===== src/rtl/gpio_in_debounce.sv =====
// rtl/gpio_in_debounce.sv - pin synchroniser, per-channel debouncer, edge pulses, sticky pending bits and irq
//
// Ports:
//   i_clk       clock (single domain)
//   i_reset     asynchronous active-low reset
//   i_pin_in    raw asynchronous pin levels, CH bits
//   o_db_out    debounced level, drives the GPIO block's gpio_in
//   o_rise      one-cycle pulse when o_db_out goes 0->1
//   o_fall      one-cycle pulse when o_db_out goes 1->0
//   o_pend      sticky per-channel edge-pending bits
//   i_pend_clr  write-1-to-clear strobe for o_pend
//   o_irq       OR of the pending bits

module gpio_in_debounce #(
    parameter int CH         = 8,
    parameter int DEB_CYCLES = 50000,
    parameter int CNT_W      = 16
) (
    input  logic          i_clk,
    input  logic          i_reset,
    input  logic [CH-1:0] i_pin_in,
    output logic [CH-1:0] o_db_out,
    output logic [CH-1:0] o_rise,
    output logic [CH-1:0] o_fall,
    output logic [CH-1:0] o_pend,
    input  logic [CH-1:0] i_pend_clr,
    output logic          o_irq
);

    localparam logic [CNT_W-1:0] CNT_MAX = CNT_W'(DEB_CYCLES - 1);

    logic [CH-1:0]    r_s1;
    logic [CH-1:0]    r_s2;
    logic [CH-1:0]    r_db;
    logic [CH-1:0]    r_rise;
    logic [CH-1:0]    r_fall;
    logic [CH-1:0]    r_pend;
    logic [CNT_W-1:0] r_cnt [CH];

    logic [CH-1:0]    w_diff;
    logic [CH-1:0]    w_accept;

    // A channel accepts its new level once it has disagreed with the
    // debounced level for DEB_CYCLES consecutive edges.
    always_comb begin
        w_diff   = r_s2 ^ r_db;
        w_accept = '0;
        for (int i = 0; i < CH; i++) begin
            w_accept[i] = w_diff[i] && (r_cnt[i] == CNT_MAX);
        end
    end

    always_ff @(posedge i_clk or negedge i_reset) begin
        if (!i_reset) begin
            r_s1   <= '0;
            r_s2   <= '0;
            r_db   <= '0;
            r_rise <= '0;
            r_fall <= '0;
            r_pend <= '0;
            for (int i = 0; i < CH; i++) begin
                r_cnt[i] <= '0;
            end
        end else begin
            r_s1   <= i_pin_in;
            r_s2   <= r_s1;
            r_db   <= r_db ^ w_accept;
            r_rise <= w_accept & r_s2;
            r_fall <= w_accept & ~r_s2;
            // A new edge outranks a simultaneous clear so no event is lost.
            r_pend <= (r_pend & ~i_pend_clr) | w_accept;
            for (int i = 0; i < CH; i++) begin
                // Agreement restarts the count (glitch rejected); acceptance
                // also restarts it, so it never exceeds CNT_MAX.
                if (!w_diff[i] || w_accept[i]) begin
                    r_cnt[i] <= '0;
                end else begin
                    r_cnt[i] <= r_cnt[i] + 1'b1;
                end
            end
        end
    end

    assign o_db_out = r_db;
    assign o_rise   = r_rise;
    assign o_fall   = r_fall;
    assign o_pend   = r_pend;
    assign o_irq    = |r_pend;

endmodule


===== config.mk =====
export PLATFORM = sky130hd
export DESIGN_NAME = gpio_in_debounce
export DESIGN_NICKNAME = d
export VERILOG_FILES = /design/src/rtl/gpio_in_debounce.sv
export SDC_FILE = /design/constraint.sdc
export NUM_CORES = 1
export LEC_CHECK = 0
export BUFFER_PORTS_ARGS = -buffer_cell sky130_fd_sc_hd__buf_2
export CAP_MARGIN = 20
export CORE_ASPECT_RATIO = 1.4
export CORE_UTILIZATION = 65
export CTS_CLUSTER_SIZE = 24
export DETAILED_ROUTE_END_ITERATION = 10
export GPL_TIMING_DRIVEN = 0
export PLACE_DENSITY = 0.93
export SYNTH_ARGS = -nofsm -noshare
export SYNTH_HDL_FRONTEND = slang
export SYNTH_SLANG_ARGS = --single-unit

===== constraint.sdc =====
create_clock -name i_clk -period 3 [get_ports i_clk]
set_input_delay 0.15 -clock i_clk [delete_from_list [all_inputs] [get_ports i_clk]]
set_output_delay 0.15 -clock i_clk [all_outputs]
set_load 0.02 [all_outputs]

==> impl_metrics.yaml <==
yosys:
  avgSynthCellArea_sq_um: 10.4
  yosysWarnings: 0
  synth_seq_cells: 176
  synth_area_leaders: "dfrtp_1, xnor2_1, nor2_1, nand3_1, nand4_1"
  yosysTopAreaCell: "dfrtp_1"
  synth_cell_types: 40
  synth_top_cell_area_share_pct: 55.8
  synth_edf_count: 0
  synthXorXnorAreaFrac_pct: 13.2
  async_flop_share_pct: 100
  syn_inst: 755
  ys_seq_area_share_pct: 55.8
  synthAdderAreaFrac_pct: 1.27
  synth_top_family_by_area: "simple AND/OR/NAND/NOR gates"
  synthMuxAreaShare_pct: 1.14
  ys.flop_type: "dfrtp_1"
  synth-compound-area-share_pct: 1.35
  synthSimpleGateAreaFrac_pct: 24.7
  synth_area_sq_mm: 0.00789
  syn_nets: 781
sta:
  setup_viol: 0
  worst_pin_slew_ns: 0.548
  fin_skew_ns: 0.00763
  relSlewSlack_pct: 63.4
  hold_violations: 0
  setup_slack_ns: 0.693
  min_period_ns: 2.31
  slew_violations: 0
  fmax_mhz: 434
  rsz0062_at_grt: "no"
  period_share_pct: 76.9
finish:
  nNetsFinal: 865
  diodes: 0
  drive_above_1_share_pct: 12.3
  areaGrowthSynthToFinish_pct: 16.3
placement:
  numPortBuffers: 50
  hpwl_um: 10400
  place.gp.congestion: 0.860
  place_ws_ns: 0.797
critical_path:
  critPathMaxStageDelay_ns: 0.58
  rr_worst_depth: 5
  critPathKind: "flop to flop"
  rrSetupSlack_ns: 0.69
  slowest_stage: "or4_1"
  end_kind: "flop"
  cp-endpoint: "r_cnt[44]$_DFF_PN0_"
  cp_max_fo: 10
  cp.required_ns: 3.31
  path_cells: "or4_1, or4_4, o21ai_2, buf_4, nor2_1"
  worstPathArrival_ns: 2.62
  reg2reg_from: "r_cnt[44]$_DFF_PN0_"
  startpoint_type: "flop"
  critPathLaunch: "r_cnt[44]$_DFF_PN0_"
  r2r-end: "r_cnt[44]$_DFF_PN0_"
flow_run:
  cap_violations: 0
global_route:
  grt_usage_pct: 29.6
  grt-ovfl-total: 0
  use_met1_pct: 35.1
  use_met3_pct: 5.13
  grt_antenna_before_repair: 0
  grt_util_met2_pct: 51.9
  grt_pass1_vias: 5978
  grt_pass1_wl_um: 28400
  busiest_layer: "met2"
  grt_max_degree: 104
clocking:
  numCtsBuffers: 17
  cts_tree: "yes"
  cts_sinks: 176
  htree_levels: 4
  path_clk_slew_ns: 0.07
  cts.path.max_buffers: 2
  cts_resized: 0
  insertion_delay_ns: 0.43
  root_buffer: "clkbuf_16"
floorplanning:
  die_h_um: 132
  coreArea_sq_mm: 0.0118
  start_util_pct: 66.7
  die_area_sq_mm: 0.0126
  die_x_um: 95.1
  rows: 47
  ios: 51
route:
  wl_um: 17100
  drt_pre_antenna_iters: 5
  antenna_left: 0
  drc: 0
  drt_iter0_markers: 449
  vias: 5930
  wl_per_cell_um: 17.2
  avgViaCountPerCell: 5.94
run_status:
  status: "finished clean"
worst_hold_path:
  hp-class: "input pin to flop"
  whs_path_depth: 3
power_and_ir_drop:
  p_leak_nw: 3.86
  power_mw: 5.15
  peakVddDrop_uv: 421
  powerDensity_mw_per_mm2: 561
-- worst max-delay path, delay by kind of cell, from the launching register on --
| kind | cells | cell delay (ns) |
|---|---|---|
| AOI/OAI and AO/OA | 1 | 0.28 |
| DFF | 1 | 0.45 |
| and+or+nand+nor | 3 | 1.22 |
| buffers and inverters | 1 | 0.24 |
-- state kept, by name, indices dropped and copies added (netlist names), named ones only --
name    count
r_s2        8
o_pend      8
r_s1        8
o_fall      8
o_rise      8
r_cnt     128
-- metrics by stage --
stage / setup TNS [ns] / std cells / util, % / instance area, sq um / hold WS [ns]
after floorplan: 0 / 755 / - / 7890 / -0.146
after global placement: -142.69 / 952 / 70.4 / 8320 / 0.258
after detailed placement: 0 / 953 / 70.7 / 8360 / 0.156
after CTS: 0 / 998 / 77.6 / 9180 / 0.00470
after global routing: 0 / 998 / 77.6 / 9180 / 0.0179
final: 0 / 998 / 77.6 / 9180 / 0.00822
-- cell usage after synthesis (all sizes together) (10+ instances only) --
library cell / count
nand3: 43
xor2: 19
nor3b: 17
nand2: 32
nand4: 32
nor3: 28
inv: 34
nor2: 151
and3: 10
xnor2: 100
nor4: 32
dfrtp: 176
-- cell type report --
cell class | count | area [sq um]
Timing Repair Buffer | 65 | 428
Multi-Input combinational cell | 532 | 3290
Fill cell | 695 | 2640
Clock inverter | 12 | 233
Buffer | 13 | 70.1
Sequential cell | 176 | 4400
Tap cell | 147 | 184
Inverter | 34 | 128
Clock buffer | 19 | 443
-- repair_timing --
item / in CTS / in global routing
setup endpoints to repair: 0 / 0
hold buffers: 14 / 0
hold endpoints to repair: 86 / 0
buffers inserted: 0 / 0
-- worst min path at each step --
stage                       start                          to  slack (ns)
finish              i_pend_clr[2]         o_pend[2]$_DFF_PN0_       0.008
global route        i_pend_clr[5]         o_pend[5]$_DFF_PN0_        0.02
CTS                 i_pend_clr[2]         o_pend[2]$_DFF_PN0_       0.005
detailed placement        i_reset         o_pend[2]$_DFF_PN0_        0.16
global placement      i_pin_in[3]           r_s1[3]$_DFF_PN0_        0.26
floorplan                 i_reset  asynchronous set/reset pin       -0.15
-- power breakdown --
group / leakage [nW] / switching (mW) / internal [mW]
registers: 2.40 / 0.0405 / 2.41
clock network: 0.321 / 0.945 / 1.59
logic: 1.14 / 0.103 / 0.0618
total: 3.86 / 1.09 / 4.06
-- cell families after synthesis --
logic type               after synthesis
XOR/XNOR                             119
multiplexers                           8
buffers and inverters                 47
flip-flops                           176
AND/OR/NAND/NOR                      382
AO/OA/AOI/OAI                         15
adder cells (fa/ha/maj)                8
-- cell usage in the layout, fill, tap and decap left out, types with 2 or more instances in the layout --
master,synthesis,final
nor4bb_1,6,6
or4b_1,4,4
nor4_1,32,32
clkbuf_1,6,7
or4_4,2,2
inv_1,34,34
buf_4,5,5
nand3b_1,2,2
dfrtp_1,176,176
dlygate4sd3_1,0,14
bufinv_16,0,6
nor4b_1,4,4
or4_1,5,5
o21ai_0,2,2
nand2_2,2,2
and3_1,10,10
buf_2,2,51
o22ai_1,3,3
nand4_1,32,32
or2_1,2,2
ha_1,8,8
nand3_1,43,43
nor2_1,151,151
a21oi_1,3,3
nor3b_1,17,17
mux2_2,7,7
clkinv_4,0,3
xor2_1,19,19
nand4b_1,2,2
a22o_1,2,2
or4b_2,2,2
nor3_1,28,28
nand2_1,30,30
o21ai_2,2,2
clkbuf_16,0,17
clkinvlp_4,0,2
xnor2_1,100,100
nand2b_1,5,5
-- metal layers --
metal / routed length (um) / share of wire [%] / vias to the layer above
li1: - / - / 2744
met1: 6610 / 39 / 2946
met2: 9260 / 54 / 204
met3: 783 / 4.6 / 36
met4: 482 / 2.8 / 0
met5: 0 / 0 / -
No activity file was read; power rests on OpenSTA's default activity.
